### config.mk
export PLATFORM = sky130hd
export DESIGN_NAME = dino_motion
export DESIGN_NICKNAME = d
export VERILOG_FILES = /design/src/rtl/dino_pkg.sv /design/src/rtl/btn_sync.sv /design/src/rtl/dino_motion.sv
export SDC_FILE = /design/constraint.sdc
export NUM_CORES = 1
export LEC_CHECK = 0
export ABC_AREA = 1
export CORE_ASPECT_RATIO = 0.9
export CORE_MARGIN = 1
export CORE_UTILIZATION = 50
export CTS_BUF_LIST = sky130_fd_sc_hd__clkbuf_4 sky130_fd_sc_hd__clkbuf_8
export DETAILED_ROUTE_END_ITERATION = 10
export MAX_ROUTING_LAYER = met4
export PLACE_DENSITY = 0.8
export SETUP_SLACK_MARGIN = 0.02
export SYNTH_ARGS = -nofsm -noshare
export SYNTH_HDL_FRONTEND = slang
export SYNTH_SLANG_ARGS = --single-unit
### constraint.sdc
create_clock -name clk -period 8.1 [get_ports clk]
set_input_delay 1.215 -clock clk [delete_from_list [all_inputs] [get_ports clk]]
set_output_delay 1.215 -clock clk [all_outputs]
set_load 0.01 [all_outputs]
### src/rtl/dino_pkg.sv
// Shared Dino game types and geometry, also used by the VGA controller.
package dino_pkg;

  typedef enum logic [1:0] {
    GROUND,
    RISE,
    FALL
  } dino_state_t;

  localparam int GROUND_LINE = 335;
  localparam int DINO_W      = 60;
  localparam int DINO_H      = 60;
  localparam int GROUND_Y    = GROUND_LINE - DINO_H;

endpackage

### src/rtl/btn_sync.sv
// Two-flop synchronizer for an asynchronous button, with a registered rising-edge pulse.
module btn_sync (
  input  logic clk,
  input  logic reset,
  input  logic btn,
  output logic level,
  output logic rise
);

  logic s1, s2, s2_d;

  always_ff @(posedge clk or posedge reset) begin
    if (reset) begin
      s1   <= 1'b0;
      s2   <= 1'b0;
      s2_d <= 1'b0;
      rise <= 1'b0;
    end else begin
      s1   <= btn;
      s2   <= s1;
      s2_d <= s2;
      rise <= s2 & ~s2_d;
    end
  end

  assign level = s2;

endmodule

### src/rtl/dino_motion.sv
// Per-frame dinosaur jump/fall engine; updates sprite y once per frame on the frame tick.
module dino_motion #(
  parameter int GROUND_Y  = dino_pkg::GROUND_Y,
  parameter int DINO_X    = 50,
  parameter int JUMP_V    = 16,
  parameter int GRAVITY   = 1,
  parameter int FAST_FALL = 3,
  parameter int MAX_FALL  = 20,
  parameter int TOP_Y     = 40
) (
  input  logic        clk,
  input  logic        reset,
  input  logic        frame_tick,
  input  logic        up,
  input  logic        down,
  input  logic        game_on,
  input  logic        game_over,
  output logic [31:0] dino_x,
  output logic [31:0] dino_y,
  output logic        airborne,
  output logic        ducking
);

  import dino_pkg::*;

  dino_state_t state, state_n;
  logic [9:0]  y, y_n;
  logic [5:0]  vy, vy_n;
  logic        jump_req;
  logic        ft_q, tick;
  logic        up_rise, down_s;
  logic        up_level_unused, down_rise_unused;
  logic        up_ok, req_eff;
  int          g, yn, vn;

  btn_sync u_up_sync (
    .clk   (clk),
    .reset (reset),
    .btn   (up),
    .level (up_level_unused),
    .rise  (up_rise)
  );

  btn_sync u_down_sync (
    .clk   (clk),
    .reset (reset),
    .btn   (down),
    .level (down_s),
    .rise  (down_rise_unused)
  );

  // An edge arriving in the same cycle as the tick launches on that tick.
  assign up_ok   = up_rise && (state == GROUND) && game_on && !game_over;
  assign req_eff = jump_req || up_ok;

  // Signed int math stands in for the 11-bit signed intermediates; y never leaves [TOP_Y, GROUND_Y].
  always_comb begin
    state_n = state;
    y_n     = y;
    vy_n    = vy;
    yn      = 0;
    vn      = 0;
    g       = down_s ? FAST_FALL : GRAVITY;
    if (tick && !game_over) begin
      case (state)
        GROUND: begin
          if (req_eff) begin
            y_n = 10'(GROUND_Y - JUMP_V);
            if (JUMP_V - g <= 0) begin
              state_n = FALL;
              vy_n    = '0;
            end else begin
              state_n = RISE;
              vy_n    = 6'(JUMP_V - g);
            end
          end
        end
        RISE: begin
          yn = int'(y) - int'(vy);
          if (yn < TOP_Y) begin
            y_n     = 10'(TOP_Y);
            vy_n    = '0;
            state_n = FALL;
          end else begin
            y_n = 10'(yn);
            if (int'(vy) <= g) begin
              vy_n    = '0;
              state_n = FALL;
            end else begin
              vy_n = 6'(int'(vy) - g);
            end
          end
        end
        FALL: begin
          vn = int'(vy) + g;
          if (vn > MAX_FALL) vn = MAX_FALL;
          if (int'(y) + vn >= GROUND_Y) begin
            y_n     = 10'(GROUND_Y);
            vy_n    = '0;
            state_n = GROUND;
          end else begin
            y_n  = 10'(int'(y) + vn);
            vy_n = 6'(vn);
          end
        end
        default: state_n = GROUND;
      endcase
    end
  end

  always_ff @(posedge clk or posedge reset) begin
    if (reset) begin
      state    <= GROUND;
      y        <= 10'(GROUND_Y);
      vy       <= '0;
      jump_req <= 1'b0;
      ft_q     <= 1'b0;
      tick     <= 1'b0;
    end else begin
      ft_q  <= frame_tick;
      tick  <= frame_tick & ~ft_q;
      state <= state_n;
      y     <= y_n;
      vy    <= vy_n;
      if (game_over || tick) jump_req <= 1'b0;
      else if (up_ok)        jump_req <= 1'b1;
    end
  end

  assign dino_x   = 32'(DINO_X);
  assign dino_y   = {22'd0, y};
  assign airborne = (state != GROUND);
  assign ducking  = (state == GROUND) && down_s;

endmodule

**Yosys cells after proc, flatten, opt, wreduce, memory -nomap -nowiden**

Index checks and enable logic that the tools add are counted.

- Add/subtract/negate cells: 5
- $lt $le $gt $ge: 5
- Eq/ne operators: 5
- Multiplexer cells: 22
- Bitwise logic cells: 4
- Reductions and logical operators: 14

Operators with widths:

| kind | number |
|---|---|
| $mux 32 | 2 |
| $add 11x32->32 | 1 |
| $ge 32x10->1 const B | 1 |
| $le 32x1->1 const B | 1 |
| $mux 10 | 3 |
| $mux 6 | 5 |
| $pmux 10 s3 | 1 |
| $pmux 6 s3 | 1 |
| $mux 2 | 6 |
| $lt 11x7->1 const B | 1 |
| $sub 10x6->11 | 1 |
| $add 6x2->7 | 1 |
| $gt 7x5->1 const B | 1 |
| $mux 7 | 1 |
| $le 6x2->1 | 1 |
| $pmux 2 s3 | 1 |
| $sub 5x2->6 const A | 1 |
| $sub 6x2->6 | 1 |
| $logic_and 1x1->1 | 5 |
| $ne 2x2->1 const B | 2 |
| $reduce_and 4->1 | 1 |
| $reduce_bool 2->1 | 2 |
| $ne 3x3->1 const B | 1 |
| $reduce_and 3->1 | 1 |
| 9 further kinds | 13 |

- Flip-flop bits (word level): 27
- Bits of input ports: 7
- Output and inout port bits: 66
- Word-level logic and storage cells: 67

**Longest topological paths before layout**

Gate-level depths: netlist (run 1).

- Depth after elaboration: 10
- Gate-level depth with buffers: 30
- Gate-level depth less buffers: 30

**Hierarchy**

From an unflattened synthesis (run 1), not the netlist that was laid out.

- Cell total of the unflattened synthesis: 478
- Area total of the unflattened synthesis: 3,223.1 um2

By module, submodules not included:

| module | times used | cells an instance | area each (um2) | seq. area each (um2) |
|---|---|---|---|---|
| dino_motion | 1 | 464 | 2,995.4 | 530.5 |
| btn_sync | 2 | 7 | 113.9 | 100.1 |

**Least setup slack after synthesis (run 1)**

Ideal clock, no wire load.

- Path kind: register to register
- Start point: register vy[0]
- End point: register vy[4]
- Library setup time: 0.066 ns
- Data arrival time: 3.182 ns
- Required time: 8.034 ns
- Path slack: 4.852 ns
- Stages on the path, launching flop included: 27
- Path buffers: 0
- Clock period less this slack: 3.248 ns
- Path through: dfrtp_1 inv_1 fa_1 inv_1 nand3_1 nand2_1 nand2_1 inv_1 nand2_1 nand2_1 nor2_1 ha_1 fa_1 nand3_1 nand2_1 nand2_1 nand2_1 nor2_1 nand2_1 nand2_1 and2_4 nand2_4 nor2_8 nand2_1 nand2_1 nand2_1 nand2_1

- Word-level cells in the longest chain between the ends: 9
- Elaborated cells on any way between the ends: 15
- Classes of those cells: 4 x add/sub; 4 x order compare; 7 x mux

RTL lines:

| element | line | source |
|---|---|---|
| start, declared | dino_motion.sv:28 | `logic [5:0] vy, vy_n;` |
| start signal, assigned | dino_motion.sv:124 | `vy <= vy_n;` |
| $add 6x2->7 | dino_motion.sv:95 | `vn = int'(vy) + g;` |
| $gt 7x5->1 | dino_motion.sv:96 | `if (vn > MAX_FALL) vn = MAX_FALL;` |
| $mux 7 | dino_motion.sv:96 |  |
| $mux 32 | dino_motion.sv:65 | `case (state)` |
| $mux 32 | dino_motion.sv:64 | `if (tick && !game_over) begin` |
| $add 11x32->32 | n/a |  |
| $ge 32x10->1 | dino_motion.sv:97 | `if (int'(y) + vn >= GROUND_Y) begin` |
| $mux 6 | dino_motion.sv:97 |  |
| $pmux 6 s3 (*) | dino_motion.sv:65 |  |

Mark *: on every way between the ends. The rest lies on a longest branch, timed or not. The select of a mux whose other input is x is not followed.
A chain may end at the register's enable or synchronous reset.

**Final worst setup path (run 1)**

- Start point: register vy[0]
- End point: register vy[2]

The elaborated chain is that of the path after synthesis.

==> summary.txt, run 1 <==
Detailed routing
  • Number of remaining DRC errors: 0
  • Detailed Route WL: 6.740 mm
  • Post-DR wirelength/cell: 12.01 um
  • Antenna Violating Nets Remaining: 0
  • Via count: 2747
  • Vias/cell: 4.897
  • Pre-Repair DR Iteration Count: 4
  • First-iteration detailed-routing DRC count: 232

Flow run
  • Max-Cap Viols: 0

Floorplanning
  • Standard-cell row count: 26
  • Die Wd: 84.99 um
  • Total die area: 0.006518 mm^2
  • Core area: 0.005823 mm^2
  • Die height: 76.69 um
  • Ports: 73
  • Initial Utilization: 0.5322

STA
  • Max frequency: 260.9 MHz
  • Final setup fails: 0
  • Worst Setup Slack, final: 4.267 ns
  • Relative slew slack: 0.2723
  • Slew Viols, Final: 0
  • Clock skew: 0.01027 ns
  • Fin. Hold Viols: 0
  • Fin crit share: 0.4732
  • Crit path time final: 3.833 ns
  • Worst slew pin tran: 1.090 ns
  • RSZ-0062 raised after global routing: no
  • Setup_tns: 0 ns

Logic synthesis
  • Sequential share of the synthesized area: 0.2196
  • Mean Syn Cell Area: 6.552 um^2
  • Async SR Flop Fraction: 1.000
  • Distinct cells, synth: 40
  • Mapped Area: 0.003099 mm^2
  • Syn Inst Count: 473
  • Top FF cell, synth: dfrtp_1
  • Synthesis Warnings: 0
  • Post-synth EDFFs: 0
  • #FFs+latches synth: 27

Worst setup path
  • Setup CP Type: reg -> reg
  • Worst reg2reg path depth: 26
  • Maximum net fanout on the critical path: 7
  • CP arrival: 4.07 ns
  • CP startpoint kind: flop
  • Required time of the worst setup path: 8.33 ns
  • Critical path endpoint category: flop

Power
  • Switching Power: 807.5 uW
  • Worst vdd ir: 0.0002024 V
  • Clock network fraction of design power: 0.062
  • Sequential power share: 0.171
  • Gate power share: 0.767
  • Sw frac: 0.5723
  • PwrDens: 442.9 mW/mm^2
  • Static leakage: 0.001852 uW
  • Internal: 603.5 uW

Clock network
  • Num CTS Buffers: 3
  • Hold Buf Count CTS: 0
  • H-tree depth: 1
  • CTS Buffer Depth: 2
  • Sink Count: 27
  • CTS root buffer: clkbuf_8
  • Clk slew on worst S/H paths: 0.12 ns
  • CTS tree: built
  • Post-CTS Resized: 0
  • Clk Latency, worst-skew pair: 0.29 ns
  • Post-CTS Setup Inserts: 0

Global route
  • Initial antenna violation count: 0
  • First-pass GRT wire length: 11.18 mm
  • Vias in the first global route: 2347
  • Grt total ovfl: 0
  • Largest net degree at the start of global routing: 28
  • All-Layer GR Usage: 0.2192

Cells and area
  • Nets: 524
  • Most common cell after layout, fill and taps aside: nand2_1
  • Most frequent cells in the layout: nand2_1 (164), inv_1 (63), conb_1 (56)
  • # fillers: 550
  • Share of layout cells above drive strength 1: 0.07332
  • Layout area overhead: 2.786%
  • N_diodes: 0
  • Filler-free cell count of the finished design: 561

Place
  • Placement Setup Slack: 4.383 ns
  • PortBufs: 18
  • DP HPWL: 5.369 mm
  • GP Congestion: 0.9862
  • Placed cell count: 557

Hold path
  • Worst Hold Depth: 0
  • Min-delay worst type: reg -> reg

Outcome
  • Outcome: finished, final reports clean
==> registers in the layout, indices dropped and copies added (netlist names) <==
register and count:
ft_q 1, jump_req 1, state 2, tick 1
u_down_sync.level 1, u_down_sync.s1 1, u_up_sync.level 1, u_up_sync.rise 1
u_up_sync.s1 1, u_up_sync.s2_d 1, vy 6, y 10
==> final cells by class <==
class,count,area (um^2),area share
Timing Repair Buffer,18,180.2,0.05656
Inverter,73,274.0,0.08602
Tap cell,70,87.58,0.02749
Multi-Input combinational cell,369,1914,0.6009
Clock buffer,3,41.29,0.01296
Clock inverter,1,7.507,0.002357
Sequential cell,27,680.7,0.2137
==> kinds of logic after synthesis <==
logic type,share of synthesized area
and+or+nand+nor,0.3767
buffers and inverters,0.2281
DFF,0.2196
adders and majority gates,0.1106
AOI/OAI and AO/OA,0.04562
xor gates and xnor gates,0.01696
other,0.002423
==> power by group through the flow <==
| stage | sequential (uW) | combinational [uW] | clock, uW |
|---|---|---|---|
| 4_1_cts | 240 | 1070 | 87.0 |
| 5_1_grt | 247 | 1220 | 90.7 |
| 6_report | 241 | 1080 | 87.4 |
| 3_3_place_gp | 242 | 1050 | 0 |
| 2_1_floorplan | 226 | 852 | 0 |
| 3_5_place_dp | 242 | 1060 | 0 |
==> routing by layer <==
metal  up-vias  GRT usage  part of all wire
li1       1395          -                 -
met1      1200     0.3182              0.46
met2       143     0.3290              0.45
met3         9    0.02368             0.081
met4         0    0.04915            0.0062
met5         -          -                 0
==> path summary, 6_finish.rpt <==
| check | from | endpoint | slack (ns) |
|---|---|---|---|
| min in group asynchronous | reset | vy[3] | 1.49 |
| min reg2reg | u_down_sync.s1 | u_down_sync.level | 0.36 |
| max reg2reg | vy[0] | vy[2] | 4.27 |
| max in group asynchronous | reset | vy[4] | 5.95 |
| max | vy[0] | vy[2] | 4.27 |
| min | u_down_sync.s1 | u_down_sync.level | 0.36 |
==> critical path, stage by stage, from the launching register on <==
cell,delay [ns]
dfrtp_1,0.48
inv_1,0.18
fa_1,0.48
inv_1,0.09
nand3_1,0.06
nand2_1,0.07
nand2_1,0.07
inv_1,0.08
nand2_1,0.05
nand2_1,0.14
nor2_1,0.08
ha_1,0.23
fa_1,0.46
nand3_1,0.13
nand2_1,0.08
nand2_1,0.09
nand2_1,0.07
nor2_1,0.08
nand2_1,0.05
nand2_1,0.09
and2_4,0.18
nand2_4,0.08
nor2_8,0.13
nand2_1,0.11
nand3_1,0.09
nand2_1,0.06
inv_1,0.04
==> synthesized netlist by cell type (3+ instances only) <==
cell type	n	area share
nand2_1	164	0.20
inv_1	63	0.076
buf_4	55	0.13
nand3_1	35	0.057
nor2_1	26	0.031
dfrtp_1	23	0.19
ha_1	21	0.085
nand4_1	13	0.026
inv_2	10	0.012
xor2_1	6	0.017
nand3b_1	5	0.012
dfstp_2	4	0.034
fa_1	4	0.026
nor2_2	4	0.0081
o21ai_0	4	0.0065
a21oi_1	3	0.0048
nor3_1	3	0.0048
==> per-stage QoR <==
| stage | power, uW | utilization | hold WS [ns] | area (um^2) |
|---|---|---|---|---|
| 3_3_place_gp | 1287 | 0.5387 | 0.3339 | 3137 |
| 2_1_floorplan | 1078 | - | 0.3312 | 3302 |
| 4_1_cts | 1395 | 0.5471 | 0.3613 | 3186 |
| 5_1_grt | 1559 | 0.5471 | 0.3652 | 3186 |
| 6_report | 1411 | 0.5471 | 0.3603 | 3186 |
| 3_5_place_dp | 1302 | 0.5387 | 0.3355 | 3137 |
Power figures use the tool's default switching activity.
==> inputs of run 2 (changes only) <==
Clock period 8.1 ns to 4 ns, I/O delays scaled along.
==> summary.txt, run 2 (synthesized netlist as in run 1, its figures left out) <==
Worst setup path
  • Maximum net fanout on the critical path: 7 (unchanged)
  • Reg2reg start: vy[0]
  • CP arrival: 3.88 ns (-0.19 ns)
  • Critical path endpoint category: flop
  • CP startpoint kind: flop
  • Required time of the worst setup path: 4.24 ns (-4.09 ns)
  • CP startpoint: vy[0]
  • Setup CP Type: reg -> reg

Global route
  • Initial antenna violation count: 0 (unchanged)
  • All-Layer GR Usage: 0.2217 (+0.002442)
  • Largest net degree at the start of global routing: 28 (unchanged)
  • Grt total ovfl: 0 (unchanged)
  • First-pass GRT wire length: 11.28 mm (+0.92%)
  • Vias in the first global route: 2442 (+4.0%)

Detailed routing
  • Via count: 2807 (+2.2%)
  • Detailed Route WL: 6.932 mm (+2.8%)
  • Antenna Violating Nets Remaining: 0 (unchanged)
  • Pre-Repair DR Iteration Count: 5 (+1)
  • Post-DR wirelength/cell: 12.33 um (+2.7%)
  • Number of remaining DRC errors: 0 (unchanged)
  • First-iteration detailed-routing DRC count: 196 (-16%)
  • Vias/cell: 4.995 (+2.0%)

Cells and area
  • Most frequent cells in the layout: nand2_1 (164), inv_1 (61), conb_1 (56)
  • Register with the most flip-flops: y
  • Max FFs per register: 10 (unchanged)
  • Share of layout cells above drive strength 1: 0.08740 (+0.01408)
  • Most common cell after layout, fill and taps aside: nand2_1
  • Layout area overhead: 3.230%
  • N_diodes: 0 (unchanged)
  • Leading registers by flop count: y: 10 flops, vy: 6 flops, state: 2 flops
  • Filler-free cell count of the finished design: 562 (+0.18%)
  • # fillers: 567 (+3.1%)
  • Nets: 525 (+0.19%)

STA
  • Fin. Hold Viols: 0 (unchanged)
  • RSZ-0062 raised after global routing: no
  • Clock skew: 0.003389 ns (-0.006883 ns)
  • Setup_tns: 0 ns (unchanged)
  • Relative slew slack: 0.2712 (-0.001161)
  • Slew Viols, Final: 0 (unchanged)
  • Fin crit share: 0.9113 (+0.4381)
  • Worst slew pin tran: 1.092 ns (+0.001740 ns)
  • Max frequency: 274.3 MHz (+5.2%)
  • Final setup fails: 0 (unchanged)
  • Crit path time final: 3.645 ns (-0.1880 ns)
  • Worst Setup Slack, final: 0.3548 ns (-3.912 ns)

Flow run
  • Max-Cap Viols: 0 (unchanged)

Place
  • PortBufs: 18 (unchanged)
  • Placement Setup Slack: 0.2503 ns (-4.132 ns)
  • Placed cell count: 557 (unchanged)
  • GP Congestion: 0.9859 (about the same)
  • DP HPWL: 5.477 mm (+2.0%)

Clock network
  • Num CTS Buffers: 3 (unchanged)
  • Clk Latency, worst-skew pair: 0.29 ns (about the same)
  • Clk slew on worst S/H paths: 0.11 ns (about the same)
  • Hold Buf Count CTS: 0 (unchanged)
  • CTS tree: built
  • H-tree depth: 1 (unchanged)
  • CTS root buffer: clkbuf_8
  • CTS Buffer Depth: 2 (unchanged)
  • Sink Count: 27 (unchanged)

Floorplanning
  • Die height: 76.69 um (unchanged)
  • Die Wd: 84.99 um (unchanged)
  • Ports: 73 (unchanged)
  • Standard-cell row count: 26 (unchanged)
  • Core area: 0.005823 mm^2 (unchanged)
  • Total die area: 0.006518 mm^2 (unchanged)
  • Initial Utilization: 0.5322 (unchanged)

Outcome
  • Outcome: finished, final reports clean

Power
  • PwrDens: 905.2 mW/mm^2 (+100%)
  • Worst vdd ir: 0.0004517 V (+120%)
  • Static leakage: 0.001850 uW (-0.10%)

Hold path
  • Min-delay worst type: reg -> reg
  • Hold path start: u_down_sync.s1
==> run 2: cell types whose count changed in the layout (fill, tap and decap cells not counted), sizes merged <==
cell,change
buf,+1
==> run 2: per-stage QoR <==
| stage | power [uW] | util | hold WS, ns | cell area (um^2) |
|---|---|---|---|---|
| floorplan | 2184 | - | 0.3312 | 3302 |
| global placement | 2605 | 0.5387 | 0.3339 | 3137 |
| detailed placement | 2642 | 0.5387 | 0.3355 | 3137 |
| CTS | 2834 | 0.5471 | 0.3613 | 3186 |
| global route | 3191 | 0.5494 | 0.3664 | 3199 |
| finish | 2896 | 0.5494 | 0.3595 | 3199 |
==> run 2: critical path: stages (launching register included) <==
cell and delay (ns):
dfrtp_2 0.44, inv_2 0.09, fa_1 0.46, inv_1 0.09
nand3_1 0.06, nand2_1 0.07, nand2_1 0.07, inv_1 0.08
nand2_1 0.07, nand2_1 0.15, nor2_1 0.09, ha_1 0.24
fa_2 0.39, nand3_1 0.11, nand2_1 0.09, nand2_1 0.09
nand2_1 0.07, nor2_1 0.08, nand2_1 0.05, nand2_1 0.10
and2_4 0.18, nand2_4 0.08, nor2_8 0.14, nand2_1 0.11
nand3_1 0.08, nand2_1 0.06, inv_1 0.05
==> run 2: final timing paths <==
path / end / slack [ns] / depth (start not counted)
max in group asynchronous: vy[0] / 2.40 / 2
worst min register to register: u_down_sync.level / 0.36 / 0
worst max register to register: vy[2] / 0.35 / 26
min in group asynchronous: u_up_sync.s2_d / 0.87 / 2
worst min-delay path: u_down_sync.level / 0.36 / 0
worst max-delay path: vy[2] / 0.35 / 26
==> run 2: metal layers <==
metal / up-vias / part of all wire / global-route usage / routed length, um
met3: 21 / 0.073 / 0.02368 / 505
met1: 1248 / 0.45 / 0.3033 / 3137
met2: 137 / 0.45 / 0.3460 / 3128
met4: 0 / 0.023 / 0.06780 / 161
li1: 1401 / - / - / -
met5: - / 0 / - / 0
==> run 2: timing repair <==
action	in CTS	in global routing
endpoints found under the setup margin	0	15
resized for setup	0	6
buffers inserted	0	1
==> run 2: power breakdown <==
| group | switching (uW) | total (uW) | internal [uW] |
|---|---|---|---|
| Clock | 102 | 173 | 71.2 |
| Combinational | 1430 | 2230 | 804 |
| Sequential | 127 | 492 | 365 |
| Total | 1660 | 2900 | 1240 |
==> run 2: layout make-up <==
type / count / area [um^2] / area share
Clock buffer: 3 / 41.29 / 0.01291
Sequential cell: 27 / 684.4 / 0.2139
Tap cell: 70 / 87.58 / 0.02738
Multi-Input combinational cell: 369 / 1917 / 0.5991
Timing Repair Buffer: 19 / 187.7 / 0.05866
Clock inverter: 1 / 7.507 / 0.002346
Inverter: 73 / 274.0 / 0.08565
==> inputs of run 3 (changes only) <==
Settings changed: DONT_BUFFER_PORTS set to 1, PLACE_DENSITY 0.8 to unset.
==> summary.txt, run 3 (synthesized netlist as in run 1, its figures left out) <==
Outcome
  • Outcome: finished, final reports clean

Floorplanning
  • Ports: 73 (unchanged)
  • Initial Utilization: 0.5322 (unchanged)
  • Total die area: 0.006518 mm^2 (unchanged)
  • Die height: 76.69 um (unchanged)
  • Standard-cell row count: 26 (unchanged)
  • Die Wd: 84.99 um (unchanged)
  • Core area: 0.005823 mm^2 (unchanged)

Flow run
  • Max-Cap Viols: 0 (unchanged)

Power
  • Sequential power share: 0.184 (+0.014)
  • Clock network fraction of design power: 0.064 (+0.004)
  • Static leakage: 0.001795 uW (-3.0%)
  • Gate power share: 0.752 (-0.018)
  • Internal: 1155 uW (-6.8%)
  • Switching Power: 1626 uW (-1.8%)
  • Sw frac: 0.5846 (+0.01266)
  • PwrDens: 918.9 mW/mm^2 (+1.5%)
  • Worst vdd ir: 0.0003773 V (-16%)

Clock network
  • Clk slew on worst S/H paths: 0.12 ns (about the same)
  • CTS Buffer Depth: 2 (unchanged)
  • Hold Buf Count CTS: 0 (unchanged)
  • Sink Count: 27 (unchanged)
  • Num CTS Buffers: 3 (unchanged)
  • CTS root buffer: clkbuf_8
  • H-tree depth: 1 (unchanged)
  • Clk Latency, worst-skew pair: 0.29 ns (about the same)
  • CTS tree: built

Worst setup path
  • Setup CP Type: reg -> reg
  • CP startpoint kind: flop
  • Critical path endpoint category: flop
  • Reg2reg end: state[0]
  • Reg2Reg Setup Slack: 0.37 ns (+0.02 ns)
  • Required time of the worst setup path: 4.20 ns (-0.04 ns)
  • Maximum net fanout on the critical path: 6 (-1)
  • Reg2reg start: vy[0]
  • Worst reg2reg path depth: 26 (unchanged)
  • CP arrival: 3.83 ns (-0.05 ns)

Detailed routing
  • First-iteration detailed-routing DRC count: 235 (+20%)
  • Vias/cell: 4.908 (-1.7%)
  • Post-DR wirelength/cell: 12.60 um (+2.2%)
  • Pre-Repair DR Iteration Count: 6 (+1)
  • Antenna Violating Nets Remaining: 0 (unchanged)
  • Number of remaining DRC errors: 0 (unchanged)
  • Via count: 2675 (-4.7%)
  • Detailed Route WL: 6.867 mm (-0.94%)

Cells and area
  • Most common cell after layout, fill and taps aside: nand2_1
  • Max FFs per register: 10 (unchanged)
  • Leading registers by flop count: y: 10 flops, vy: 6 flops, state: 2 flops
  • Nets: 508 (-3.2%)
  • Filler-free cell count of the finished design: 545 (-3.0%)
  • Layout area overhead: -2.342%
  • N_diodes: 0 (unchanged)
  • Most frequent cells in the layout: nand2_1 (164), inv_1 (62), conb_1 (56)
  • Register with the most flip-flops: y
  • Share of layout cells above drive strength 1: 0.08842 (+0.001023)

Global route
  • First-pass GRT wire length: 11.18 mm (-0.91%)
  • Vias in the first global route: 2265 (-7.2%)
  • Largest net degree at the start of global routing: 28 (unchanged)
  • Initial antenna violation count: 0 (unchanged)
  • Grt met2 use: 0.3282 (-0.01774)
  • Grt total ovfl: 0 (unchanged)
  • Met3 Usage GRT: 0.03445 (+0.01076)
  • Met1 usage: 0.3227 (+0.01942)
  • All-Layer GR Usage: 0.2240 (+0.002308)
  • Top Usage Layer GRT: met2

Place
  • Placed cell count: 540 (-3.1%)
  • DP HPWL: 5.641 mm (+3.0%)
  • GP Congestion: 0.9374 (-4.9%)
  • PortBufs: 0 (-18)

STA
  • Max frequency: 275.7 MHz (+0.48%)
  • Fin crit share: 0.9069 (-0.004367)
  • Fin. Hold Viols: 0 (unchanged)
  • Final setup fails: 0 (unchanged)
  • Worst slew pin tran: 0.5874 ns (-0.5047 ns)
  • Slew Viols, Final: 0 (unchanged)
  • Relative slew slack: 0.6080 (+0.3368)
  • Clock skew: 0.01483 ns (+0.01144 ns)
  • Setup_tns: 0 ns (unchanged)
  • RSZ-0062 raised after global routing: no
  • Crit path time final: 3.628 ns (-0.01747 ns)

Hold path
  • Min-delay worst type: in -> async
## run 3: worst max path at each step
stage	startpoint	endpoint	slack, ns	cells after the start
detailed placement	vy[0]	state[0]	0.29	26
global route	vy[0]	state[0]	0.03	26
floorplan	vy[0]	vy[4]	0.75	26
global placement	vy[0]	state[1]	0.41	25
CTS	vy[0]	y[7]	0.27	24
finish	vy[0]	state[0]	0.37	26
## run 3: repair_timing
item                       in CTS  in global routing
gates resized for setup         0                  5
buffers inserted                0                  1
setup endpoints to repair       0                 14
## run 3: final cells by class
| type | count | area (um^2) |
|---|---|---|
| clock buffers | 3 | 41.29 |
| repair buffers | 2 | 15.01 |
| clock inverters | 1 | 8.758 |
| multi-input cells | 369 | 1917 |
| fillers | 603 | 2796 |
| flip-flops and latches | 27 | 683.2 |
| well taps | 70 | 87.58 |
| inverters | 73 | 274.0 |
## run 3: metrics by stage
| step | setup slack (ns) | total power, uW | util | cell area [um^2] | hold WS, ns |
|---|---|---|---|---|---|
| floorplan | 0.7525 | 2184 | - | 3302 | 0.3312 |
| global placement | 0.4080 | 2555 | 0.5090 | 2964 | 0.3337 |
| detailed placement | 0.2939 | 2561 | 0.5090 | 2964 | 0.3358 |
| CTS | 0.2696 | 2754 | 0.5176 | 3014 | 0.2644 |
| global route | 0.02625 | 3102 | 0.5198 | 3027 | 0.2748 |
| finish | 0.3722 | 2781 | 0.5198 | 3027 | 0.2494 |
## run 3: routing by layer
metal  wire, um  part of all wire
met2       2876              0.42
met5          0                 0
met3        480             0.070
met4         84             0.012
met1       3426              0.50
## run 3: power groups by stage
stage          sequential (uW)  combinational (uW)  clock [uW]
2_1_floorplan              458                1730           0
3_3_place_gp               516                2040           0
5_1_grt                    527                2390         188
3_5_place_dp               515                2050           0
6_report                   512                2090         178
4_1_cts                    510                2060         183
## run 3: critical path, cell delays in order, from the launching register on
cell,delay [ns]
dfrtp_2,0.43
inv_1,0.13
fa_1,0.47
inv_1,0.09
nand3_1,0.06
nand2_1,0.08
nand2_1,0.07
inv_1,0.07
nand2_1,0.05
nand2_1,0.15
nor2_2,0.07
ha_1,0.22
fa_1,0.43
nand3_1,0.12
nand2_1,0.08
nand2_1,0.08
nand2_1,0.07
nor2_1,0.08
nand2_1,0.05
nand2_1,0.09
nand3_2,0.13
nand3_1,0.18
nand2_1,0.09
inv_2,0.07
nand2_1,0.06
nand2_1,0.06
nand2_1,0.05
